<file path="src/rtl/hazard_ctrl.sv">
// Pipeline sequencer for the IF/ID and ID/EX stage registers: load-use stall,
// branch flush, and halt drain, with a saturating load-use stall counter.
module hazard_ctrl #(
  parameter int unsigned DRAIN_CYCLES = 3,
  parameter int unsigned CNT_W        = 16
) (
  input  logic             clock,
  input  logic             reset,
  input  logic [4:0]       id_rs1,
  input  logic [4:0]       id_rs2,
  input  logic             id_use_rs1,
  input  logic             id_use_rs2,
  input  logic             ex_ld,
  input  logic [4:0]       ex_rd,
  input  logic             ex_halt,
  input  logic             branch_taken,
  output logic             pcWrite,
  output logic             ifidWrite,
  output logic             ifidFlush,
  output logic             idexNop,
  output logic             halted,
  output logic [1:0]       state,
  output logic [CNT_W-1:0] stall_cycles
);

  localparam int unsigned DRAIN_W = (DRAIN_CYCLES > 1) ? $clog2(DRAIN_CYCLES) : 1;

  typedef enum logic [1:0] {
    ST_RUN    = 2'd0,
    ST_DRAIN  = 2'd1,
    ST_HALTED = 2'd2
  } state_t;

  state_t             r_state;
  state_t             w_state_nxt;
  logic [DRAIN_W-1:0] r_drain;
  logic [DRAIN_W-1:0] w_drain_nxt;
  logic [CNT_W-1:0]   r_stall;
  logic               w_luh;
  logic               w_stall_inc;

  // Load in EX writes a register the ID instruction actually reads (x0 never hazards)
  assign w_luh = ex_ld & (ex_rd != 5'd0) &
                 ((id_use_rs1 & (id_rs1 == ex_rd)) | (id_use_rs2 & (id_rs2 == ex_rd)));

  // State, drain counter and stall counter registers
  always_ff @(posedge clock or posedge reset) begin
    if (reset) begin
      r_state <= ST_RUN;
      r_drain <= '0;
      r_stall <= '0;
    end else begin
      r_state <= w_state_nxt;
      r_drain <= w_drain_nxt;
      if (w_stall_inc && (r_stall != '1)) begin
        r_stall <= r_stall + CNT_W'(1);
      end
    end
  end

  // Next state and combinational stage controls; defaults hold the pipeline frozen
  always_comb begin
    w_state_nxt = r_state;
    w_drain_nxt = r_drain;
    w_stall_inc = 1'b0;
    pcWrite     = 1'b0;
    ifidWrite   = 1'b0;
    ifidFlush   = 1'b1;
    idexNop     = 1'b1;
    halted      = 1'b0;
    case (r_state)
      ST_RUN: begin
        if (ex_halt) begin
          w_state_nxt = ST_DRAIN;
          w_drain_nxt = DRAIN_W'(DRAIN_CYCLES - 1);
        end else if (branch_taken) begin
          pcWrite   = 1'b1;
          ifidWrite = 1'b1;
        end else if (w_luh) begin
          ifidFlush   = 1'b0;
          w_stall_inc = 1'b1;
        end else begin
          pcWrite   = 1'b1;
          ifidWrite = 1'b1;
          ifidFlush = 1'b0;
          idexNop   = 1'b0;
        end
      end
      ST_DRAIN: begin
        if (r_drain == '0) begin
          w_state_nxt = ST_HALTED;
        end else begin
          w_drain_nxt = r_drain - DRAIN_W'(1);
        end
      end
      ST_HALTED: begin
        halted = 1'b1;
      end
      default: begin
        // Illegal code: look parked, then recover to RUN
        halted      = 1'b1;
        w_state_nxt = ST_RUN;
      end
    endcase
    if (reset) begin
      pcWrite   = 1'b0;
      ifidWrite = 1'b0;
      ifidFlush = 1'b1;
      idexNop   = 1'b1;
      halted    = 1'b0;
    end
  end

  assign state        = r_state;
  assign stall_cycles = r_stall;

endmodule

</file>
<file path="config.mk">
export PLATFORM = sky130hd
export DESIGN_NAME = hazard_ctrl
export DESIGN_NICKNAME = d
export VERILOG_FILES = /design/src/rtl/hazard_ctrl.sv
export SDC_FILE = /design/constraint.sdc
export NUM_CORES = 1
export LEC_CHECK = 0
export ABC_CLOCK_PERIOD_IN_PS = 2350
export CAP_MARGIN = 20
export CORE_ASPECT_RATIO = 0.8
export CORE_UTILIZATION = 44
export DETAILED_ROUTE_END_ITERATION = 8
export PLACE_DENSITY = 0.79
export SLEW_MARGIN = 20
export SYNTH_ARGS = -nofsm -noshare
export SYNTH_HDL_FRONTEND = slang
export SYNTH_SLANG_ARGS = --single-unit
</file>
<file path="constraint.sdc">
create_clock -name clock -period 2.35 [get_ports clock]
set_input_delay 0.3525 -clock clock [delete_from_list [all_inputs] [get_ports clock]]
set_output_delay 0.3525 -clock clock [all_outputs]
set_load 0.03 [all_outputs]
</file>
Yosys cells after proc, flatten, opt, wreduce, memory -nomap -nowiden
Index checks and enable logic that the tools add are counted.
Storage, ports and cells
  bits in registers: 20
  input port bits: 22
Cells by class
  add/sub/neg operators: 2
  eq/ne operators: 8
  mux-type cells: 25
  bitwise logic cells: 6
  reductions and logical operators: 8
Operators with widths (count)
  1-bit two-way mux: 19
  16-bit by 1-bit adder with 16-bit output (second input constant): 1
  16-bit != test (second input constant): 1
  5-bit equality test: 2
  2-bit two-way mux: 4
  2-bit != test (second input constant): 3
  2-bit one-hot mux with 3 select lines: 1
  3-bit AND reduction: 2
  5-bit nonzero test: 1
  1-bit AND: 4
  2-bit zero test: 2
  2-bit one-hot mux with 2 select lines: 1
  2-bit by 1-bit equality test with 1-bit output (second input constant): 1
  2-bit equality test (second input constant): 1
  2-bit nonzero test: 1
  2-bit OR reduction: 1
  2-bit by 1-bit subtractor with 2-bit output (second input constant): 1
  1-bit logical AND: 1
  1-bit inverter: 1
  1-bit OR: 1

Depth between registers and ports, before layout
Gate-level depths: netlist of the first run.
  word-level depth: 9
  depth in mapped cells: 6
  gate-level depth less buffers: 6

Least setup slack after synthesis of the first run
OpenSTA, ideal clock, no wires.
  kind: in2out
  from: input ex_rd[1]
  to: output pcWrite
  arrival: 1628 ps
  data required time: 1997 ps
  path slack: 369 ps
  cell stages on the path: 4
  path buffers: 1
  path through: or4_4 -> o211ai_1 -> o211a_1 -> buf_4
On the way
  longest elaborated chain between the ends: 9
  elaborated cells on any way between the ends: 13
RTL lines
  start: declaration: line 14  | input logic [4:0] ex_rd,
  5-bit equality test: line 44  | ((id_use_rs1 & (id_rs1 == ex_rd)) | (id_use_rs2 & (id_rs2 == ex_rd)));
  1-bit AND: line 44
  1-bit OR: line 44
  1-bit AND *: line 43  | assign w_luh = ex_ld & (ex_rd != 5'd0) &
  1-bit two-way mux * (5 in a row)
  end: declaration: line 17  | output logic pcWrite,
Mark *: on every way between the ends. The rest lies on a longest branch, timed or not.

Worst setup path in the final report of the first run
  from: input ex_rd[4]
  to: output pcWrite
On the way
  longest elaborated chain between the ends: 9
  elaborated cells on any way between the ends: 13
RTL lines
  5-bit equality test: line 44
  1-bit AND: line 44
  1-bit OR: line 44
  1-bit AND *: line 43
  1-bit two-way mux *: line 79  | end else if (w_luh) begin
  1-bit two-way mux *: line 76  | end else if (branch_taken) begin
  1-bit two-way mux *: line 73  | if (ex_halt) begin
  1-bit two-way mux *: line 71  | case (r_state)
  1-bit two-way mux *: line 105  | if (reset) begin
Marks and branches as above.

==> results of run 1 <==
-- tightest hold or removal path, stage by stage --
cell and delay [ns]:
clkdlybuf4s50_1 0.44, inv_1 0.09, buf_4 0.28
-- power by group --
group / internal (mW) / switching [mW]
clock network: 0.172 / 0.110
registers: 0.379 / 0.0540
logic: 0.171 / 0.188
-- flip-flops by register name (all words and copies together), names as in the netlist --
signal	count
r_drain	2
state	2
stall_cycles	16
-- worst max path at each step --
stage              from         to  slack, ns  cells past startpoint
3_5_place_dp   ex_rd[1]    pcWrite       0.04                      5
5_1_grt        ex_rd[4]  ifidWrite       0.02                      7
4_1_cts        ex_rd[1]    pcWrite       0.03                      5
6_report       ex_rd[4]    pcWrite       0.11                      7
3_3_place_gp   ex_rd[1]  ifidWrite       0.06                      5
2_1_floorplan  ex_rd[1]    pcWrite       0.37                      4
-- metal layers --
metal / part of all wire [%] / vias to the layer above / track usage [%]
met5: 0 / - / 0
met4: 0.48 / 0 / 4.444
met3: 5.8 / 2 / 5.512
met2: 49 / 35 / 34.05
met1: 44 / 525 / 27.12
li1: - / 536 / -
-- final cells by class --
type / count / area, um^2 / area share [%]
clock buffer: 3 / 22.52 / 1.246
clock inverter: 1 / 30.03 / 1.661
inverter: 6 / 22.52 / 1.246
multi-input combinational: 91 / 709.4 / 39.24
sequential: 20 / 500.5 / 27.68
tap: 36 / 45.04 / 2.491
timing repair buffer: 49 / 478.0 / 26.44
-- cells in the final DEF (no fill, tap or decap) --
cell type / count
nor3_1: 3
o211a_1: 2
buf_4: 8
nor4_4: 1
clkdlybuf4s50_1: 38
o22ai_1: 1
o211ai_1: 1
xnor2_1: 23
nand2_1: 5
o22ai_2: 1
nor2b_1: 1
nand2_2: 1
nor4b_1: 1
a21oi_1: 3
o21ai_0: 1
and3_1: 5
dlymetal6s2s_1: 3
ha_1: 2
nor2_1: 6
bufinv_16: 1
xor2_1: 1
and4_1: 3
xnor2_2: 1
nand3_1: 8
and4_4: 1
inv_1: 6
nand3b_4: 1
o211ai_2: 1
nand4_1: 11
nand3_2: 2
clkbuf_4: 3
or4_4: 1
mux2i_1: 2
dfrtp_1: 20
a21oi_4: 1
mux2_4: 1
-- through the flow --
| step | cells | area [um^2] | worst slack [ns] | hold slack (ns) | utilization (%) |
|---|---|---|---|---|---|
| after detailed placement | 202 | 1740 | 0.03794 | 0.5027 | 67.92 |
| final | 206 | 1808 | 0.1142 | 0.4574 | 70.56 |
| after global routing | 206 | 1808 | 0.01729 | 0.4873 | 70.56 |
| after global placement | 202 | 1740 | 0.06236 | 0.4905 | 67.92 |
| after CTS | 206 | 1793 | 0.03462 | 0.4538 | 69.97 |
| after floorplan | 120 | 1249 | 0.3690 | 0.3328 | - |
-- kinds of logic after synthesis --
family / Yosys count
AOI/OAI and AO/OA: 11
and+or+nand+nor: 50
xor gates and xnor gates: 25
adders and majority gates: 2
muxes: 3
DFF: 20
buffers and inverters: 9
==> results.json, run 1 <==
{
  "clk_path_buf_depth": 2,
  "yosys_warnings": 0,
  "grt_usage_pct": 20.76,
  "cpPeakStageDelay_ns": 0.55,
  "rr_endpoint": "stall_cycles[10]$_DFFE_PP0P_",
  "finalCritPeriodShare_pct": 95.14,
  "yosysTopAreaCell": "dfrtp_1",
  "core_region_area_um2": 2562,
  "ys_ff_latch": 20,
  "htreeDepth": 1,
  "synthAdderAreaFrac_pct": 2.004,
  "cts-resized-gates": 0,
  "arrival_ns": 1.88,
  "drv_cap": 0,
  "avgSynthCellArea_um2": 10.41,
  "place_congestion": 0.7395,
  "cts_setup_buffers": 0,
  "nFillCells": 203,
  "setup-tns-final_ns": 0,
  "synth_enable_flop_cells": 0,
  "tightest_slew_ns": 0.5363,
  "async_reset_ff_share_pct": 100.0,
  "run_status": "finished, final reports clean",
  "rsz0062_at_grt": "false",
  "slew_headroom_pct": 63.97,
  "ys_seq_area_share_pct": 40.08,
  "p_per_area_nw_per_um2": 594.5,
  "power_leakage_nw": 0.7960,
  "synth_top_family_by_area": "simple AND/OR/NAND/NOR gates",
  "start_util_pct": 48.73,
  "antenna_found_initial": 0,
  "clock_tree.root_cell": "clkbuf_4",
  "cp_cell_sequence": "clkdlybuf4s50_1 -> xnor2_1 -> nand4_1 -> o22ai_2 -> o211ai_1 -> o211a_1 -> buf_4",
  "cts.clk_slew.worst_paths_ns": 0.12,
  "worstSetupPathType": "input port to output port",
  "synth_most_common_cell": "xnor2_1",
  "cp_top_family": "buffers and inverters",
  "slew_violations": 0,
  "syn_nets": 144,
  "synth-xor-area-share_pct": 17.54,
  "post-route-min-period_ns": 2.236,
  "wirelength_mm": 2.736,
  "setup_violations": 0,
  "area_growth_pct": 44.79,
  "synth_compound_area_share_pct": 7.615,
  "netlist_instances": 120,
  "hold_viol_final": 0,
  "wl_per_cell_um": 13.28,
  "cts_tree": "built",
  "via_per_inst": 5.330,
  "skew_ns": 0.01083,
  "reg2reg_from": "stall_cycles[0]$_DFFE_PP0P_",
  "num_io_pins": 45,
  "fp.dieH_um": 49.65,
  "synth_common_cells": "xnor2_1 (24), dfrtp_1 (20), nand4_1 (11)",
  "final_nets": 195,
  "num_rows": 16,
  "synthDistinctLibCells": 33,
  "n_antenna_cell": 0,
  "ir_worst_vdd_uv": 312.3,
  "slowest_stage": "clkdlybuf4s50_1",
  "yosys_most_used_dff": "dfrtp_1",
  "io_buffers": 44,
  "max_freq_ghz": 0.4473,
  "clock_latency_ns": 0.31,
  "grt_max_degree": 22,
  "end_kind": "output port",
  "numCtsBuffers": 3,
  "synthMuxAreaShare_pct": 2.806,
  "worstRegToRegCells": 6,
  "grt_pass1_vias": 1098,
  "route.vias.total": 1098,
  "drtPass1Iterations": 4,
  "synth_top_cell_area_share_pct": 40.08,
  "final_antenna_net_count": 0,
  "power.total_mw": 1.075,
  "cp.required_ns": 2.00,
  "critPathLaunchType": "input port",
  "clock-sinks": 20,
  "netlist_top_cells_area": "dfrtp_1 (40%), xnor2_1 (17%), nand4_1 (5.5%)",
  "grt_pass1_wl_mm": 4.747,
  "synth-simple-area-share_pct": 26.25,
  "die_area_um2": 3056,
  "reg2reg_slack_ns": 0.37,
  "drtIter0Drc": 31,
  "hold_path_class": "input port to asynchronous set/reset pin",
  "drive_above_1_share_pct": 14.12,
  "cts_hold_buf": 0,
  "overflow": 0,
  "hpwlAfterDp_mm": 2.129,
  "route.detailed.drc": 0,
  "synth_area_um2": 1249,
  "path_max_fanout": 3,
  "critPathBufInv": 2,
  "die_w_um": 61.56
}
Note: power is estimated with default switching activity, not from simulation.
==> run 2, diff against run 1 <==
- ABC_CLOCK_PERIOD_IN_PS: 2350 -> 2800
- CORE_UTILIZATION: 44 -> 52
- DONT_BUFFER_PORTS: unset -> 1
- PLACE_DENSITY: 0.79 -> 0.67
- clock period: 2.35 -> 2.8 ns (I/O delays scaled with it)
==> results.json, run 2 (synthesized netlist as in run 1, its figures left out) <==
{
  "run_status": "complete, but fails checks",
  "violations": "design-rule violations",
  "pwr-share-comb_pct": 27.5,
  "slowest_stage": "dfrtp_1",
  "hold_path_class": "input port to flip-flop",
  "clock_tree.root_cell": "clkbuf_4",
  "multi_input_area_um2": 701.9,
  "grt_pass1_vias": 855,
  "cpPeakStageDelay_ns": 0.61,
  "via_per_inst": 6.133,
  "drive_above_1_share_pct": 14.40,
  "drtPass1Iterations": 6,
  "wl_met3_um": 190,
  "route.detailed.drc": 4,
  "core_region_area_um2": 2215,
  "slew_headroom_pct": 61.03,
  "wirelength_mm": 2.301,
  "setup_violations": 0,
  "largest_reg_flops": 16,
  "grt_pass1_wl_mm": 3.815,
  "drv_cap": 0,
  "setup.worst_path.start": "stall_cycles[0]$_DFFE_PP0P_",
  "critPathBufInv": 0,
  "final_antenna_net_count": 0,
  "cts_tree": "built",
  "regArea_um2": 500.5,
  "tightest_slew_ns": 0.5833,
  "grt_usage_pct": 19.09,
  "cp_cell_sequence": "ha_1 -> and3_1 -> and4_1 -> nand4_1 -> nor4b_1 -> xor2_1",
  "finalCritPeriodShare_pct": 75.81,
  "place_congestion": 0.8023,
  "overflow": 0,
  "utilization_pct": 59.83,
  "post-route-min-period_ns": 2.123,
  "max_freq_ghz": 0.4711,
  "route.vias.total": 920,
  "met1_length_mm": 1.050,
  "numCtsBuffers": 3,
  "skew_ns": 0.001253,
  "wl_met2_mm": 1.057,
  "nFillCells": 187,
  "worstSetupPathType": "flip-flop to flip-flop",
  "power_leakage_nw": 0.5831,
  "path_max_fanout": 5,
  "slew_violations": 0,
  "num_io_pins": 45,
  "grt_max_degree": 18,
  "num_rows": 15,
  "clock_latency_ns": 0.30,
  "ir_worst_vdd_uv": 345.2,
  "fp.dieH_um": 45.83,
  "hpwlAfterDp_mm": 1.834,
  "p_seq_share_pct": 50.1,
  "cp.required_ns": 3.03,
  "intPower_mw": 0.4802,
  "critPathLaunchType": "flip-flop",
  "clk_path_buf_depth": 2,
  "wl_per_cell_um": 15.34,
  "switching_share_pct": 36.21,
  "arrival_ns": 2.35,
  "switching_power_mw": 0.2726,
  "die_w_um": 56.79,
  "final_cell_mix": "xnor2_1 (24), dfrtp_1 (20), nand4_1 (11)",
  "p_per_area_nw_per_um2": 568.2,
  "setup-tns-final_ns": 0,
  "dr.max_layer_used": "met4",
  "p_clk_share_pct": 22.4,
  "clock-sinks": 20,
  "area_growth_pct": 6.112,
  "die_area_um2": 2602,
  "n_antenna_cell": 0,
  "holdCritStartpoint": "ex_halt",
  "start_util_pct": 56.38,
  "cp_top_family": "simple AND/OR/NAND/NOR gates",
  "final_common_cell": "xnor2_1",
  "htreeDepth": 1,
  "io_buffers": 0,
  "cts.clk_slew.worst_paths_ns": 0.11,
  "drtIter0Drc": 21,
  "antenna_found_initial": 0,
  "end_kind": "flip-flop",
  "final_nets": 150,
  "reg2reg_from": "stall_cycles[0]$_DFFE_PP0P_",
  "rsz0062_at_grt": "false",
  "hold_viol_final": 0
}
## run 2: cell count changes in the layout (fill, tap and decap cells not counted), sizes merged
cell,previous run,this run
clkdlybuf4s50,38,0
dlymetal6s2s,3,0
bufinv,1,0
dlygate4sd3,0,1
buf,8,3
clkbuf,3,4
## run 2: worst reg2reg max path, cell delays in order, from the launching register on
cell and delay (ns):
dfrtp_1 0.61, ha_1 0.24, and3_1 0.21, and4_1 0.33, nand4_1 0.12, nor4b_1 0.38, xor2_1 0.18
## run 2: layout make-up
class                      count  share of cell area, %
clock buffer                   4                  2.738
multi-input combinational     91                  52.97
timing repair buffer           4                  2.455
tap                           25                  2.361
inverter                       6                  1.700
sequential                    20                  37.77
## run 2: layer usage
metal  vias to the layer above  GRT usage (%)
met5                         -              0
met4                         0          1.951
met2                        35          32.62
met1                       443          23.95
li1                        440              -
met3                         2          7.670
## run 2: final timing paths
kind | cells past startpoint | slack, ns | end
max | 6 | 0.68 | stall_cycles[10]$_DFFE_PP0P_
min | 2 | 0.31 | state[0]$_DFFE_PP0P_
max reg2reg | 6 | 0.68 | stall_cycles[10]$_DFFE_PP0P_
min reg2reg | 2 | 0.57 | r_drain[1]$_DFFE_PP0P_
max in group asynchronous | 3 | 1.86 | stall_cycles[6]$_DFFE_PP0P_
min in group asynchronous | 2 | 0.47 | stall_cycles[1]$_DFFE_PP0P_
## run 2: power groups by stage
stage	clock [mW]	combinational, mW	sequential [mW]
floorplan	0	0.178	0.382
global placement	0	0.202	0.382
detailed placement	0	0.206	0.382
CTS	0.173	0.208	0.377
global route	0.184	0.233	0.382
finish	0.169	0.207	0.377
## run 2: what timing repair did
item	4_1_cts	5_1_grt
hold buffers	1	0
gates resized for setup	0	0
endpoints found under the hold margin	4	0
buffers inserted	0	0
## run 2: stage by stage
| step | hold slack, ns | setup slack [ns] | cells | power, mW | cell area, um^2 |
|---|---|---|---|---|---|
| finish | 0.3130 | 0.6774 | 150 | 0.7529 | 1325 |
| global route | 0.3233 | 0.5370 | 150 | 0.7988 | 1325 |
| CTS | 0.3026 | 0.6523 | 150 | 0.7577 | 1325 |
| detailed placement | 0.2358 | 0.7035 | 145 | 0.5886 | 1279 |
| global placement | 0.2302 | 0.7070 | 145 | 0.5840 | 1279 |
| floorplan | 0.4003 | 0.6840 | 120 | 0.5606 | 1249 |
